===== config.mk =====
export PLATFORM = sky130hd
export DESIGN_NAME = spi_coeff_writer_flat
export DESIGN_NICKNAME = d
export VERILOG_FILES = /design/src/rtl/spi_coeff_writer_if.sv /design/src/rtl/spi_coeff_writer.sv /design/src/flat_wrapper.sv
export SDC_FILE = /design/constraint.sdc
export NUM_CORES = 1
export LEC_CHECK = 0
export ABC_CLOCK_PERIOD_IN_PS = 4090
export CAP_MARGIN = 20
export CORE_ASPECT_RATIO = 0.5
export CORE_UTILIZATION = 60
export DETAILED_ROUTE_END_ITERATION = 10
export PLACE_DENSITY = 0.93
export RECOVER_POWER = 100
export SETUP_SLACK_MARGIN = 0.2
export SLEW_MARGIN = 0
export SYNTH_ARGS = -nofsm -noshare
export SYNTH_HDL_FRONTEND = slang
export SYNTH_SLANG_ARGS = --single-unit

===== constraint.sdc =====
create_clock -name clk -period 4.09 [get_ports clk]
set_clock_uncertainty 0.1 [all_clocks]
set_input_delay 0.409 -clock clk [delete_from_list [all_inputs] [get_ports clk]]
set_output_delay 0.409 -clock clk [all_outputs]
set_load 0.02 [all_outputs]

===== src/rtl/spi_coeff_writer_if.sv =====
// spi_coeff_writer_if: coefficient stream, frame control and SPI pins of the coefficient writer
interface spi_coeff_writer_if #(
    parameter int DataWidth = 8
);
    logic                 start;
    logic [DataWidth-1:0] coeffData;
    logic                 coeffValid;
    logic                 coeffReady;
    logic                 spiClk;
    logic                 mosi;
    logic                 cs;
    logic                 busy;
    logic                 done;

    modport master (
        input  start, coeffData, coeffValid,
        output coeffReady, spiClk, mosi, cs, busy, done
    );

    modport slave (
        output start, coeffData, coeffValid,
        input  coeffReady, spiClk, mosi, cs, busy, done
    );
endinterface


===== src/rtl/spi_coeff_writer.sv =====
// spi_coeff_writer: streams one coefficient set MSB-first over SPI mode 0 inside a single cs-low frame
module spi_coeff_writer #(
    parameter int NTaps     = 11,
    parameter int DataWidth = 8,
    parameter int ClkDiv    = 4
) (
    input  logic             clk,
    input  logic             resetN,
    spi_coeff_writer_if.master bus
);
    localparam int CW   = $clog2(NTaps + 1);
    localparam int BW   = $clog2(DataWidth);
    localparam int DivW = $clog2(ClkDiv);

    typedef enum logic [2:0] {IDLE, LOAD, LOW, HIGH, HOLD} state_t;

    state_t               state_q, state_d;
    logic [DataWidth-1:0] hold_q, hold_d;
    logic                 hold_full_q, hold_full_d;
    logic [DataWidth-2:0] shift_q, shift_d;
    logic [BW-1:0]        bit_q, bit_d;
    logic [CW-1:0]        word_q, word_d;
    logic [CW-1:0]        acc_q, acc_d;
    logic [DivW-1:0]      div_q, div_d;
    logic                 spi_q, spi_d;
    logic                 mosi_q, mosi_d;
    logic                 cs_q, cs_d;
    logic                 busy_q, busy_d;
    logic                 done_q, done_d;
    logic                 ready, div_last;

    assign ready      = !hold_full_q && (acc_q < CW'(NTaps));
    assign div_last   = div_q == DivW'(ClkDiv - 1);
    assign bus.coeffReady = ready;
    assign bus.spiClk = spi_q;
    assign bus.mosi   = mosi_q;
    assign bus.cs     = cs_q;
    assign bus.busy   = busy_q;
    assign bus.done   = done_q;

    // Register update; reset abandons any partial frame and empties the hold register
    always_ff @(posedge clk) begin
        if (!resetN) begin
            state_q     <= IDLE;
            hold_q      <= '0;
            hold_full_q <= 1'b0;
            shift_q     <= '0;
            bit_q       <= '0;
            word_q      <= '0;
            acc_q       <= '0;
            div_q       <= '0;
            spi_q       <= 1'b0;
            mosi_q      <= 1'b0;
            cs_q        <= 1'b1;
            busy_q      <= 1'b0;
            done_q      <= 1'b0;
        end else begin
            state_q     <= state_d;
            hold_q      <= hold_d;
            hold_full_q <= hold_full_d;
            shift_q     <= shift_d;
            bit_q       <= bit_d;
            word_q      <= word_d;
            acc_q       <= acc_d;
            div_q       <= div_d;
            spi_q       <= spi_d;
            mosi_q      <= mosi_d;
            cs_q        <= cs_d;
            busy_q      <= busy_d;
            done_q      <= done_d;
        end
    end

    // Hold-register fill from the stream, and the frame sequencer driving the SPI pins
    always_comb begin
        state_d     = state_q;
        hold_d      = hold_q;
        hold_full_d = hold_full_q;
        shift_d     = shift_q;
        bit_d       = bit_q;
        word_d      = word_q;
        acc_d       = acc_q;
        div_d       = div_q;
        spi_d       = spi_q;
        mosi_d      = mosi_q;
        cs_d        = cs_q;
        busy_d      = busy_q;
        done_d      = 1'b0;
        if (bus.coeffValid && ready) begin
            hold_d      = bus.coeffData;
            hold_full_d = 1'b1;
            acc_d       = acc_q + CW'(1);
        end
        case (state_q)
            LOAD: begin
                if (hold_full_q) begin
                    shift_d     = hold_q[DataWidth-2:0];
                    mosi_d      = hold_q[DataWidth-1];
                    hold_full_d = 1'b0;
                    bit_d       = '0;
                    div_d       = '0;
                    state_d     = LOW;
                end
            end
            LOW: begin
                div_d = div_last ? '0 : div_q + DivW'(1);
                spi_d = div_last;
                state_d = div_last ? HIGH : LOW;
            end
            HIGH: begin
                div_d = div_last ? '0 : div_q + DivW'(1);
                spi_d = !div_last;
                if (div_last) begin
                    if (bit_q != BW'(DataWidth - 1)) begin
                        bit_d   = bit_q + BW'(1);
                        mosi_d  = shift_q[DataWidth-2];
                        shift_d = shift_q << 1;
                        state_d = LOW;
                    end else if (word_q != CW'(NTaps - 1)) begin
                        word_d  = word_q + CW'(1);
                        state_d = LOAD;
                    end else begin
                        state_d = HOLD;
                    end
                end
            end
            HOLD: begin
                div_d = div_last ? '0 : div_q + DivW'(1);
                if (div_last) begin
                    cs_d    = 1'b1;
                    busy_d  = 1'b0;
                    done_d  = 1'b1;
                    mosi_d  = 1'b0;
                    acc_d   = '0;
                    state_d = IDLE;
                end
            end
            default: begin
                if (bus.start) begin
                    cs_d    = 1'b0;
                    busy_d  = 1'b1;
                    word_d  = '0;
                    state_d = LOAD;
                end
            end
        endcase
    end
endmodule

===== src/flat_wrapper.sv =====
// flat-port wrapper written by rule: the top's interface ports become plain ports
module spi_coeff_writer_flat 
#(
    parameter int NTaps     = 11,
    parameter int DataWidth = 8,
    parameter int ClkDiv    = 4
)
  (clk, resetN, bus_start, bus_coeffData, bus_coeffValid, bus_coeffReady, bus_spiClk, bus_mosi, bus_cs, bus_busy, bus_done);
  spi_coeff_writer_if #(.DataWidth(DataWidth)) bus_i ();
  input  logic clk;
  input  logic resetN;
  input wire logic [$bits(bus_i.start)-1:0] bus_start;
  input wire logic [$bits(bus_i.coeffData)-1:0] bus_coeffData;
  input wire logic [$bits(bus_i.coeffValid)-1:0] bus_coeffValid;
  output wire logic [$bits(bus_i.coeffReady)-1:0] bus_coeffReady;
  output wire logic [$bits(bus_i.spiClk)-1:0] bus_spiClk;
  output wire logic [$bits(bus_i.mosi)-1:0] bus_mosi;
  output wire logic [$bits(bus_i.cs)-1:0] bus_cs;
  output wire logic [$bits(bus_i.busy)-1:0] bus_busy;
  output wire logic [$bits(bus_i.done)-1:0] bus_done;
  assign bus_i.start = bus_start;
  assign bus_i.coeffData = bus_coeffData;
  assign bus_i.coeffValid = bus_coeffValid;
  assign bus_coeffReady = bus_i.coeffReady;
  assign bus_spiClk = bus_i.spiClk;
  assign bus_mosi = bus_i.mosi;
  assign bus_cs = bus_i.cs;
  assign bus_busy = bus_i.busy;
  assign bus_done = bus_i.done;
  spi_coeff_writer #(.NTaps(NTaps), .DataWidth(DataWidth), .ClkDiv(ClkDiv)) u_core (.clk(clk), .resetN(resetN), .bus(bus_i));
endmodule

==> run metrics <==
Synth Cell Area 1888 um^2; Synth Area in Simple Gates 20.81%; clock root buffer clkbuf_8; HPWL after DPL 2.746 mm; share of cells above drive strength 1 6.335%; post-synthesis mux area share 6.428%; metal1 wirelength 1.876 mm; Min-Delay Path Class reg -> reg; # nets final 240; CTS Buffer Depth 2; # diodes 0; row cnt 13; I/O pin total 18; vias per cell 6.461; critical path, cell by cell nand3b_1 -> inv_2 -> ha_1 -> a211oi_1 -> nand2_1 -> o311a_1; initial antenna violation count 0; CP max FO 19; Max VDD drop 293.3 uV; run status finished clean; Routability Congestion 0.8131; Worst Path Required 4170 ps; CTS clk-pin slew, worst paths 80 ps; Max Used Layer met4; Overall Power 1058 uW; Tmin final 3175 ps; Final ANT Viol Nets 0; fmax 315.0 MHz; Post-synth ARST share 0%; Setup Viol. Count Final 0; Worst Tran Pin Value 1294 ps; WS Path Type reg -> reg; CTS tree built; Post-CTS Setup Inserts 0; CP max stage delay 700 ps; Total Neg Setup Slack 0 ps; top_reg_cell synth dfxtp_1; #FFs+latches synth 37; leakage 0.0008030 uW; vias in the first global route 1500; routed len/inst 16.39 um; first-pass GRT wire length 6.948 mm; Post-CTS Hold Buffers 0; Post-synth EDFFs 0; largest family of logic cells by synthesized area compound AO/OA/AOI/OAI gates; Distinct cells, synth 55; final hold violation count 0; FILL cells 184; met3 wire length 266 um; max-cap violations 0; DIE AREA 3389 um^2; CP max-delay cell dfxtp_1; largest net degree at the start of global routing 24; Ys Warns 0; Post-Route WL 4.229 mm; Slew headroom 13.72%; GRT Total Usage 27.56%; Arr. time, crit path 3260 ps; first-pass iteration count of the detailed router 5; total CTS buffers 5; cells resized by post-CTS repair 0; Multi-input gate area 1008 um^2; post-synthesis sequential area ratio 39.23%; core area 2781 um^2; clk_lat worst skew 300 ps; Slew Limit Fails 0; Synth Area in Adders 4.639%; RSZ-0062 raised after global routing no; htree depth 2; net count after synthesis 227; Tcrit/Tclk final 77.63%; Synth Instances 208; CP Launch Type register; Port Buffers 17; Die Wd 81.33 um; pwr dens 502.8 nW/um^2; CP Capture Type register; drt drc 0; via count 1667; chip height 41.67 um; 1st-iter DRT viols 184; FF+latch area 740.7 um^2; global route total overflow 0; area added between synthesis and finish 11.40%; Synth Area in Compound Gates 22.66%; Syn Area/Cell 9.077 um^2; clock sink total 37; Initial Util 67.88%; Post-Synth XOR/XNOR Area 1.392%; met2 wire length 1.982 mm
[metrics by stage]
stage	area, um^2	std cells	utilization (%)	worst slack (ps)	hold slack [ps]
CTS	2151	258	77.33	1399	367.3
detailed placement	2047	251	73.59	1458	353.9
global route	2103	258	75.62	723.9	381.8
floorplan	1888	208	-	2172	333.4
global placement	2047	251	73.59	1596	344.0
finish	2103	258	75.62	915.0	361.9
[logic make-up after synthesis]
kind of cell | after synthesis
flops | 37
fa+ha+maj | 7
buf+inv | 19
compound gates | 56
simple gates | 74
mux | 12
xor+xnor | 3
[registers in the layout (all words and copies together) (netlist names)]
| register | flops |
|---|---|
| u_core.bus.mosi | 1 |
| u_core.bus.cs | 1 |
| u_core.div_q | 2 |
| u_core.bus.done | 1 |
| u_core.bus.busy | 1 |
| u_core.bus.spiClk | 1 |
| u_core.shift_q | 7 |
| u_core.hold_q | 8 |
| u_core.word_q | 4 |
| u_core.bit_q | 3 |
| u_core.hold_full_q | 1 |
| u_core.state_q | 3 |
| u_core.acc_q | 4 |
[metal layers]
layer	track usage, %	up-vias
li1	-	777
met1	35.16	788
met2	44.17	82
met3	7.473	20
met4	10.71	0
met5	0	-
[final timing paths]
check / start / end / slack (ps) / depth (start not counted)
min reg2reg: u_core.bus.spiClk / u_core.bus.spiClk / 360 / 2
min: u_core.bus.spiClk / u_core.bus.spiClk / 360 / 2
max: u_core.state_q[2] / u_core.state_q[0] / 920 / 6
max reg2reg: u_core.state_q[2] / u_core.state_q[0] / 920 / 6
[final cells by class]
| cell class | instances | share of cell area (%) |
|---|---|---|
| clock inverter | 2 | 1.666 |
| multi-input combinational | 152 | 47.95 |
| timing repair buffer | 18 | 8.447 |
| clock buffer | 5 | 3.272 |
| inverter | 7 | 1.249 |
| tap | 37 | 2.201 |
| sequential | 37 | 35.22 |
[cells in the final DEF, fill, tap and decap left out, drive strengths merged, types with 2 or more instances in the layout]
master,n
a211oi,2
a21o,2
a21oi,15
a311oi,7
a31o,3
a31oi,2
and2,3
clkbuf,5
clkdlybuf4s50,10
clkinv,2
dfxtp,37
dlygate4sd3,7
ha,7
inv,6
mux2i,11
nand2,17
nand2b,8
nand3,5
nand3b,4
nor2,25
nor4,2
o211ai,2
o21ai,12
o311ai,2
o31ai,2
or3,2
or4,2
xnor2,2
[cell usage after synthesis (5+ instances only)]
library cell | n | area share [%]
mux2i_1 | 11 | 5.8
ha_1 | 7 | 4.6
nand3_1 | 5 | 1.3
a311oi_1 | 7 | 3.2
nand2b_1 | 8 | 2.7
dfxtp_1 | 37 | 39
nor2_1 | 25 | 5.0
o21ai_0 | 9 | 2.4
nand2_1 | 17 | 3.4
a21oi_1 | 14 | 3.7
inv_1 | 5 | 0.99
clkbuf_1 | 5 | 0.99
[critical path: cells and delay by family (launching register included)]
family | cells | cell delay (ps)
adders and majority gates | 1 | 300
DFF | 1 | 700
and+or+nand+nor | 2 | 680
AOI/OAI and AO/OA | 2 | 1050
buffers and inverters | 1 | 220
[power breakdown]
part	internal [uW]	leakage [uW]	switching (uW)	total (uW)
Clock	177	0.0000540	133	310
Combinational	122	0.000447	154	276
Sequential	400	0.000302	70.9	471
Total	699	0.000803	358	1060
Note: power is estimated with default switching activity, not from simulation.
